**src/rtl/ram_8x4_writer.sv**
```systemverilog
// 8x4 RAM loaded through an auto-incrementing valid/ready write stream.
// Contents are zeroed by a clear pass after reset or on request.
module ram_8x4_writer #(
    parameter int DATA_W = 4,
    parameter int DEPTH  = 8,
    parameter int ADDR_W = 3
) (
    input  logic              clk,
    input  logic              rst,
    input  logic              clr,
    input  logic              wr_valid,
    input  logic [DATA_W-1:0] wr_data,
    output logic              wr_ready,
    input  logic              rd_en,
    input  logic [ADDR_W-1:0] rd_addr,
    output logic [DATA_W-1:0] rd_data,
    output logic [ADDR_W-1:0] wr_ptr,
    output logic [ADDR_W:0]   count,
    output logic              full,
    output logic              busy
);

    typedef enum logic [1:0] {
        S_CLEAR,
        S_LOAD,
        S_FULL
    } state_t;

    localparam logic [ADDR_W-1:0] LAST_ADDR = ADDR_W'(DEPTH - 1);
    localparam logic [ADDR_W:0]   LAST_CNT  = (ADDR_W + 1)'(DEPTH - 1);
    localparam logic [ADDR_W:0]   FULL_CNT  = (ADDR_W + 1)'(DEPTH);

    state_t              state;
    state_t              state_n;
    logic [ADDR_W-1:0]   clr_ptr;
    logic [ADDR_W-1:0]   clr_ptr_n;
    logic [ADDR_W-1:0]   wr_ptr_n;
    logic [ADDR_W:0]     count_n;

    logic                mem_we;
    logic [ADDR_W-1:0]   mem_addr;
    logic [DATA_W-1:0]   mem_wdata;
    logic [DATA_W-1:0]   mem [DEPTH];

    always_ff @(posedge clk) begin
        if (rst) begin
            state   <= S_CLEAR;
            clr_ptr <= '0;
            wr_ptr  <= '0;
            count   <= '0;
        end else begin
            state   <= state_n;
            clr_ptr <= clr_ptr_n;
            wr_ptr  <= wr_ptr_n;
            count   <= count_n;
        end
    end

    // One shared write port: the clear pass and the load stream never overlap.
    always_comb begin
        state_n   = state;
        clr_ptr_n = clr_ptr;
        wr_ptr_n  = wr_ptr;
        count_n   = count;
        mem_we    = 1'b0;
        mem_addr  = wr_ptr;
        mem_wdata = wr_data;
        wr_ready  = 1'b0;
        unique case (state)
            S_CLEAR: begin
                mem_we    = 1'b1;
                mem_addr  = clr_ptr;
                mem_wdata = '0;
                clr_ptr_n = clr_ptr + 1'b1;
                if (clr_ptr == LAST_ADDR) begin
                    clr_ptr_n = '0;
                    wr_ptr_n  = '0;
                    count_n   = '0;
                    state_n   = S_LOAD;
                end
            end
            S_LOAD: begin
                wr_ready = !clr;
                if (clr) begin
                    state_n   = S_CLEAR;
                    clr_ptr_n = '0;
                end else if (wr_valid) begin
                    mem_we   = 1'b1;
                    wr_ptr_n = wr_ptr + 1'b1;
                    count_n  = count + 1'b1;
                    if (count == LAST_CNT) begin
                        state_n = S_FULL;
                    end
                end
            end
            S_FULL: begin
                if (clr) begin
                    state_n   = S_CLEAR;
                    clr_ptr_n = '0;
                end
            end
            default: begin
                state_n = S_CLEAR;
            end
        endcase
    end

    always_ff @(posedge clk) begin
        if (!rst && mem_we) begin
            mem[mem_addr] <= mem_wdata;
        end
    end

    // Non-blocking update gives read-before-write on an address collision.
    always_ff @(posedge clk) begin
        if (rst) begin
            rd_data <= '0;
        end else if (rd_en) begin
            rd_data <= mem[rd_addr];
        end
    end

    assign full = (count == FULL_CNT);
    assign busy = (state == S_CLEAR);

endmodule

```
**config.mk**
```make
export PLATFORM = sky130hd
export DESIGN_NAME = ram_8x4_writer
export DESIGN_NICKNAME = d
export VERILOG_FILES = /design/src/rtl/ram_8x4_writer.sv
export SDC_FILE = /design/constraint.sdc
export NUM_CORES = 1
export LEC_CHECK = 0
export CORE_AREA = 2 2 82 99
export CTS_CLUSTER_DIAMETER = 120
export DETAILED_ROUTE_END_ITERATION = 12
export DIE_AREA = 0 0 84 101
export PLACE_DENSITY = 0.51
export SYNTH_ARGS = -nofsm -noshare
export SYNTH_HDL_FRONTEND = slang
export SYNTH_SLANG_ARGS = --single-unit
```
**constraint.sdc**
```tcl
create_clock -name clk -period 1.8 [get_ports clk]
set_clock_uncertainty 0.1 [all_clocks]
set_input_delay 0.18 -clock clk [delete_from_list [all_inputs] [get_ports clk]]
set_output_delay 0.18 -clock clk [all_outputs]
set_load 0.01 [all_outputs]
```
# --- Word level (Yosys, flattened, before mapping) ---
# Memories as Yosys holds them, arrays and structs flattened. A register that Yosys moved wholly into a read port is not among the register bits.
# Cells that the tools add are included.
# Widths: inputs -> output; s select.
totals:
  register_bits: 12
  ram_bits: 32
  wordCells: 55
  n_memories: 1
mem_list:
  columns: ["name", "depth", "width", "rd", "rd_clocked_by_memory_dff", "wr", "line_no", "text"]
  rows:
  - ["mem", 8, 4, 1, 1, 1, "43", "logic [DATA_W-1:0] mem [DEPTH];"]
classes:
  addsub: 3
  eq_ne: 12
  n_mux: 25
  reduce_logical: 10
ops:
  columns: ["operator", "count"]
  rows:
  - ["$mux 3", 6]
  - ["$mux 4", 4]
  - ["$pmux 3 s2", 2]
  - ["$mux 2", 5]
  - ["$pmux 4 s2", 1]
  - ["$reduce_and 4->1", 2]
  - ["$add 3x1->3 const B", 2]
  - ["$ne 2x2->1 const B", 3]
  - ["$ne 3x3->1 const B", 2]
  - ["$pmux 2 s3", 1]
  - ["$mux 1", 5]
  - ["$add 4x1->4 const B", 1]
  - ["$eq 4x3->1 const B", 1]
  - ["$eq 4x4->1 const B", 1]
  - ["$ne 2x1->1 const B", 2]
  - ["$reduce_bool 2->1", 2]
  - ["$eq 3x3->1 const B", 1]
  - ["$eq 2x1->1 const B", 1]
  - ["$eq 2x2->1 const B", 1]
  - ["$logic_not 1->1", 2]
  - ["$logic_not 2->1", 1]
  - ["$pmux 1 s2", 1]
  - ["$reduce_and 2->1", 1]
  - ["$reduce_or 2->1", 1]
  - ["$logic_and 1x1->1", 1]

# --- Logic depth before layout (Yosys ltp) ---
# Gate-level depths: netlist of the first run.
logic_depth:
  word_depth: 6
  depth_mapped: 7

# --- Least setup slack after synthesis of the first run ---
# Ideal clock, no wire load.
synth_path:
  path_kind: "reg-to-reg"
  startpoint: "register state[1]"
  endpoint: "memory mem[2][0] (enable)"
  setup_ns: 0.329
  arrival_ns: 1.483
  t_required_ns: 1.371
  setup_slack_ns: -0.112
  path_stages_with_launch: 7
  path_buffers: 2
  synth_period_minus_slack_ns: 1.912
  path_cell_list: "dfxtp_1 -> inv_1 -> ha_1 -> buf_2 -> clkbuf_1 -> a32oi_1 -> nor2_1"
synth_via:
  elab_chain_len: 5
  word_cells_on_any_way: 7
  cone_classes: "eq/ne (1); mux (4); reduce/logical (2)"
synth_lines:
  columns: ["item", "line_no", "text"]
  rows:
  - ["from (decl)", "33", "state_t state;"]
  - ["from (signal assigned)", "52", "state <= state_n;"]
  - ["$logic_not 2->1 (*)", null, null]
  - ["named net busy", "20", "output logic busy"]
  - ["$pmux 1 s2", "69", "unique case (state)"]
  - ["$logic_and 1x1->1", "109", "if (!rst && mem_we) begin"]
  - ["$mux 1", "109", null]
  - ["$mux 1 (implied by the code)", "110", "mem[mem_addr] <= mem_wdata;"]
  - ["to (decl)", "43", null]
# Mark *: on every way through the listed nets, which the timed path passes. The rest lies on a longest branch.

# --- Worst setup path in the final report of the first run ---
layout_path:
  startpoint: "register state[0]"
  endpoint: "memory mem[5][1] (enable)"
layout_via:
  elab_chain_len: 5
  word_cells_on_any_way: 7
  cone_classes: "eq/ne (1); mux (4); reduce/logical (2)"
layout_lines:
  columns: ["item", "line_no"]
  rows:
  - ["$eq 2x1->1 or $logic_not 2->1 (tied branches)", "69"]
  - ["$pmux 1 s2", "69"]
  - ["$logic_and 1x1->1", "109"]
  - ["$mux 1", "109"]
  - ["$mux 1 (implied by the code)", "110"]
# Several ways; a longest one is shown, not always the timed one.

==> metrics.md, run 1 <==
| Metric | Value |
|---|---|
| Horiz. Die Dim | 84 um |
| Placed Instance Area | 0.00277 mm^2 |
| Power Internal | 1740 uW |
| XOR/XNOR Fraction of Synth Area | 0% |
| Hold Vio Cnt, Final | 0 |
| RSZ-0062 raised after global routing | no |
| Worst EP required | 1.72 ns |
| GRT overflow | 0 |
| Sequential share of the synthesized area | 58.1% |
| CTS root buffer | clkbuf_8 |
| Top_reg_cell synth | edfxtp_1 |
| Port Buffer Count | 25 |
| Area Overhead vs Synth | 37.0% |
| Worst Hold Class | register to register |
| Routed wl met2 | 2720 um |
| RR Startpoint | state[0] |
| Vias in the first global route | 1611 |
| Fmax | 565 MHz |
| Mapped Area | 0.00221 mm^2 |
| Max VDD drop | 0.000452 V |
| Die Area | 0.00848 mm^2 |
| FILL cells | 742 |
| FFs w/ async S/R, synth | 0% |
| Seq pwr share | 54.8% |
| Slew headroom | 76.5% |
| CTS tree | yes |
| Max cap viols | 0 |
| Synth Area in Compound Gates | 9.08% |
| Largest net degree at the start of global routing | 16 |
| Sw Share | 21.5% |
| Crit end category | register |
| PwrDens | 733 mW/mm^2 |
| Detail Placement HPWL | 3630 um |
| Data arrival, critical path | 1.69 ns |
| Clock Power Share | 34.7% |
| Core Area | 0.00758 mm^2 |
| Number of synthesized flops with an enable pin | 32 |
| Layout cells sized above 1 | 32.2% |
| Setup-failing EPs final | 0 |
| Crit-path cells | buf_4 -> ha_2 -> and3b_1 -> o221a_4 -> nand2_4 -> nor2_1 -> buf_4 |
| Critical-path cell with the highest stage delay | dfxtp_2 |
| CP startpoint | state[0] |
| Skew-Pair Late Insertion Delay | 0.29 ns |
| DRC | 0 |
| Minimum clock period | 1.77 ns |
| CP top delay family | simple AND/OR/NAND/NOR gates |
| Post-route cell area | 0.00302 mm^2 |
| Reg-to-reg endpoint | mem[5][1] |
| Slowest stage delay, CP | 0.36 ns |
| Synth Area in Simple Gates | 14.9% |
| Ant diodes | 0 |
| Number of core rows | 35 |
| Setup total negative slack | 0 ns |
| Overall Power | 2220 uW |
| Reg clk slew, reported paths | 0.09 ns |
| Clock Path Buffers | 2 |
| Reg2Reg Depth | 7 |
| Initial antenna violation count | 0 |
| Yosys warning count | 0 |
| Peak fanout along the critical path | 4 |
| Met3 WL | 157 um |
| Max-slew violations | 0 |
| Post-synth cell types | 42 |
| FF+latch count, synth | 48 |
| I/O pin total | 26 |
| R2r setup slk | 0.03 ns |
| DRT iter0 DRCs | 85 |
| Status | complete, no violations |
| CTS sink count | 48 |
| Initial core utilization | 29.1% |
| Post-Synthesis Cells | 174 |
| Wire length per cell | 15.0 um |
| Top layer in use | met4 |
| HP Start | rd_data[1] |
| Syn Area/Cell | 12.7 um^2 |
| Net Sw Power | 477 uW |
| Mux share of post-synthesis cell area | 9.30% |
| GR Util All Layers | 12.3% |
| Combinational share of power | 10.5% |
| H-tree Lvls | 2 |
| Crit path capture | mem[5][1] |
| DRT Pass-1 Iters | 4 |
| Synth Area in Adders | 5.67% |
| Main combinational cell family by area after synthesis | simple AND/OR/NAND/NOR gates |
| Via count | 1557 |
| Static leakage | 0.00111 uW |
| Wire length on met1 | 1970 um |
| Critical Path Stages | 7 |
| Crit path buf inv count | 2 |
| Worst-Margin Slew | 0.353 ns |
| First-pass GRT wire length | 7960 um |
| Worst setup SP type | register |
| CTS buffer count | 5 |
| Hold path cells | 2 |
| Gpl congestion | 0.715 |
| Post-Syn Nets | 196 |
| Setup CP Type | register to register |
| Final WL | 4880 um |
| Crit path top cell by count | buf_4 |
| Chip Height | 101 um |
| Period utilization | 98.4% |
| Via density | 4.79 |
| Nets | 254 |
| DRT antenna net count | 0 |
==> kinds of logic (layout without fill, tap and decap cells) <==
| logic type | count (synthesis) | count (layout) |
|---|---|---|
| buffers and inverters | 14 | 73 |
| AOI/OAI and AO/OA | 29 | 29 |
| DFF | 48 | 48 |
| muxes | 10 | 10 |
| adders and majority gates | 10 | 10 |
| and+or+nand+nor | 63 | 63 |
==> per-stage QoR <==
step / worst slack [ns] / instances / hold WS, ns / utilization, %
after floorplan: -0.0249 / 174 / 0.242 / -
after global placement: -0.0798 / 314 / 0.372 / 36.6
after detailed placement: -0.0970 / 314 / 0.373 / 36.6
after CTS: -0.0572 / 325 / 0.390 / 39.5
after global routing: 0.000542 / 325 / 0.411 / 39.9
final: 0.0297 / 325 / 0.387 / 39.9
==> area by class of cell <==
class | instances | area, um^2 | area share, %
clock buffers | 5 | 68.8 | 2.28
clock inverters | 3 | 42.5 | 1.41
inverters | 7 | 28.8 | 0.952
multi-input cells | 112 | 952 | 31.5
flip-flops and latches | 48 | 1290 | 42.6
well taps | 92 | 115 | 3.81
repair buffers | 58 | 528 | 17.5
==> worst min-delay path: cells and delay by family, from the launching register on <==
kind | cells | cell delay, ns
flops | 1 | 0.32
simple gates | 2 | 0.13
==> how the worst min path moves through the flow <==
stage	to	slack (ns)
3_3_place_gp	rd_data[1]	0.37
2_1_floorplan	rd_data[3]	0.24
6_report	rd_data[1]	0.39
3_5_place_dp	rd_data[1]	0.37
4_1_cts	rd_data[1]	0.39
5_1_grt	rd_data[1]	0.41
==> sequential cells by signal, summed over array words and instances (netlist names) <==
name	count
state	2
mem	32
clr_ptr	3
rd_data	4
count	4
wr_ptr	3
==> cell usage after synthesis (2+ instances only) <==
master	count	area, um^2
a21oi_1	11	55.1
a22oi_1	2	15.0
a31oi_1	2	12.5
and3b_1	2	17.5
clkbuf_1	2	7.51
dfxtp_1	16	320
edfxtp_1	32	961
ha_1	10	125
inv_1	7	26.3
mux4_2	7	158
nand2_1	7	26.3
nand2b_1	2	12.5
nand3_1	6	30.0
nand4b_1	2	17.5
nor2_1	21	78.8
nor2b_1	9	56.3
nor3_1	6	30.0
o21ai_1	3	15.0
o22ai_1	4	25.0
==> routing by layer <==
layer  vias to the layer above  GRT usage, %
met4                         0          3.60
met1                       765          13.4
met5                         -             0
li1                        761             -
met3                         3          2.78
met2                        28          23.6
==> placed cells by master (no fill, tap or decap), types with 5 or more instances in the layout <==
| cell | count |
|---|---|
| nand3_1 | 6 |
| edfxtp_1 | 32 |
| inv_1 | 5 |
| a21oi_1 | 10 |
| nor2_1 | 17 |
| clkdlybuf4s50_1 | 22 |
| clkbuf_8 | 5 |
| nor3_1 | 6 |
| dfxtp_1 | 12 |
| nand2_1 | 7 |
| buf_4 | 28 |
| ha_1 | 6 |
| mux4_2 | 7 |
| nor2b_1 | 8 |
==> power groups by stage <==
stage	Clock [uW]	Sequential (uW)	Combinational (uW)
6_report	769	1210	232
5_1_grt	845	1220	254
4_1_cts	798	1220	231
3_5_place_dp	0	1240	216
3_3_place_gp	0	1240	215
2_1_floorplan	0	1240	111
==> what timing repair did <==
| item | 4_1_cts | 5_1_grt |
|---|---|---|
| hold buffers | 0 | 0 |
| endpoints found under the setup margin | 38 | 30 |
| resized for setup | 25 | 11 |
| setup buffers | 3 | 0 |
| gates cloned | 0 | 0 |
| pin swaps | 9 | 5 |
Power figures use the tool's default switching activity.
==> run 2, diff against run 1 <==
CAP_MARGIN = 20   (was unset)
DONT_BUFFER_PORTS = 1   (was unset)
PLACE_DENSITY = 0.46   (was 0.51)
==> run 2 against run 1 <==
Net effect:
- the run now ends with hold timing left
- combinational power shrank 36%
- via count shrank 6.3%
- clock-buffer cell count is the same
- critical path type unchanged
- critical endpoint is now mem[1][3]
- largest cell class unchanged
- largest power group unchanged
==> metrics.md, run 2 (synthesis results as in run 1) <==
| Metric | Value |
|---|---|
| Crit end category | register (unchanged) |
| Most frequent cells in the layout | edfxtp_1 (32), buf_4 (24), nor2_1 (16) (was edfxtp_1 (32), buf_4 (28), clkdlybuf4s50_1 (22)) |
| Status | finished, violations left (was complete, no violations) |
| Initial core utilization | 29.1% (unchanged) |
| Biggest register | mem (unchanged) |
| Overall Power | 2000 uW (was 2220 uW) |
| Skew-Pair Late Insertion Delay | 0.30 ns (was 0.29 ns) |
| Worst setup SP type | register (unchanged) |
| CTS tree | yes (unchanged) |
| I/O pin total | 26 (unchanged) |
| Horiz. Die Dim | 84 um (unchanged) |
| Area Overhead vs Synth | 20.1% (was 37.0%) |
| Crit path top cell by count | buf_4 (unchanged) |
| Layout cells sized above 1 | 32.7% (was 32.2%) |
| GR Util All Layers | 11.5% (was 12.3%) |
| Period utilization | 97.5% (was 98.4%) |
| Post-Place Cells | 285 (was 314) |
| Number of core rows | 35 (unchanged) |
| Setup-failing EPs final | 0 (unchanged) |
| Detail Placement HPWL | 3620 um (was 3630 um) |
| CTS buffer count | 5 (unchanged) |
| Die Area | 0.00848 mm^2 (unchanged) |
| Chip Height | 101 um (unchanged) |
| Largest registers | mem (32), count (4), rd_data (4) (unchanged) |
| Clock Path Buffers | 2 (unchanged) |
| Via count | 1459 (was 1557) |
| Initial antenna violation count | 0 (unchanged) |
| Wire length per cell | 16.2 um (was 15.0 um) |
| Final WL | 4760 um (was 4880 um) |
| Static leakage | 0.000926 uW (was 0.00111 uW) |
| PwrDens | 754 mW/mm^2 (was 733 mW/mm^2) |
| CTS root buffer | clkbuf_8 (unchanged) |
| DRT iter0 DRCs | 48 (was 85) |
| Max-slew violations | 0 (unchanged) |
| Layout Cells excl Fill | 294 (was 325) |
| Post-CTS Setup Bufs | 0 (was 3) |
| Setup CP Type | register to register (unchanged) |
| Worst Hold Class | primary input to register (was register to register) |
| Largest net degree at the start of global routing | 17 (was 16) |
| First-pass GRT wire length | 7480 um (was 7960 um) |
| DRT Pass-1 Iters | 4 (unchanged) |
| Max reg flops | 32 (unchanged) |
| Hold slack | -0.163 ns (was 0.387 ns) |
| Via density | 4.96 (was 4.79) |
| Failing checks | hold timing |
| Ant diodes | 0 (unchanged) |
| Core Area | 0.00758 mm^2 (unchanged) |
| DRT antenna net count | 0 (unchanged) |
| Max cap viols | 0 (unchanged) |
| CTS sink count | 48 (unchanged) |
| Hold Vio Cnt, Final | 15 (was 0) |
| GRT overflow | 0 (unchanged) |
| Crit-path cells | inv_2 -> ha_2 -> buf_4 -> nor3_1 -> a21oi_1 -> nor2_1 -> buf_4 (was buf_4 -> ha_2 -> and3b_1 -> o221a_4 -> nand2_4 -> nor2_1 -> buf_4) |
| Hold bufs inserted after CTS | 1 (was 0) |
| Most common cell after layout, fill and taps aside | edfxtp_1 (unchanged) |
| Peak fanout along the critical path | 11 (was 4) |
| Nets | 223 (was 254) |
| Data arrival, critical path | 1.73 ns (was 1.69 ns) |
| Worst-Margin Slew | 0.394 ns (was 0.353 ns) |
| Reg clk slew, reported paths | 0.09 ns (about the same) |
| CP top delay family | buffers and inverters (was simple AND/OR/NAND/NOR gates) |
| Gpl congestion | 0.777 (was 0.715) |
| Max VDD drop | 0.000362 V (was 0.000452 V) |
| Critical-path cell with the highest stage delay | dfxtp_2 (unchanged) |
| Worst EP required | 1.77 ns (was 1.72 ns) |
| RSZ-0062 raised after global routing | yes (was no) |
| Slew headroom | 73.7% (was 76.5%) |
| Vias in the first global route | 1474 (was 1611) |
| Fmax | 570 MHz (was 565 MHz) |
| Slowest stage delay, CP | 0.34 ns (was 0.36 ns) |
| DRC | 0 (unchanged) |
| H-tree Lvls | 2 (unchanged) |
| Minimum clock period | 1.76 ns (was 1.77 ns) |
| Crit path buf inv count | 3 (was 2) |
| Port Buffer Count | 0 (was 25) |
run 2: area by class of cell:
class | count | area (um^2)
sequential | 48 | 1280
fill | 765 | 4930
clock inverter | 3 | 18.8
multi-input combinational | 112 | 925
inverter | 7 | 26.3
timing repair buffer | 27 | 213
clock buffer | 5 | 68.8
tap | 92 | 115
run 2: stage by stage:
step / util, % / area (um^2) / setup WS (ns) / setup TNS (ns)
4_1_cts: 34.1 / 2580 / 0.00996 / 0
5_1_grt: 35.0 / 2650 / -0.0470 / -0.464
6_report: 35.0 / 2650 / 0.0449 / 0
3_5_place_dp: 32.7 / 2480 / -0.0156 / -0.123
2_1_floorplan: - / 2210 / -0.0249 / -0.380
3_3_place_gp: 32.7 / 2480 / 0.0222 / 0
run 2: timing repair:
action,CTS,global route
pin swaps,2,8
endpoints found under the hold margin,16,15
setup endpoints to repair,28,36
resized for setup,6,18
run 2: routing by layer:
layer	GRT usage (%)	vias to the layer above	share of wire, %
li1	-	697	-
met1	12.5	712	40
met2	21.2	45	53
met3	3.77	5	6.0
met4	3.72	0	1.2
met5	0	-	0
run 2: path summary, 6_finish.rpt:
check | startpoint | endpoint | slack (ns) | cells past startpoint
max | state[0] | mem[1][3] | 0.04 | 7
min | rst | wr_ptr[1] | -0.16 | 1
max reg2reg | state[0] | mem[1][3] | 0.04 | 7
min reg2reg | rd_data[0] | rd_data[0] | 0.43 | 2
run 2: power breakdown:
group          switching, uW  internal [uW]
Clock                    360            269
Combinational           69.9           79.2
Sequential              21.0           1200
Total                    451           1550
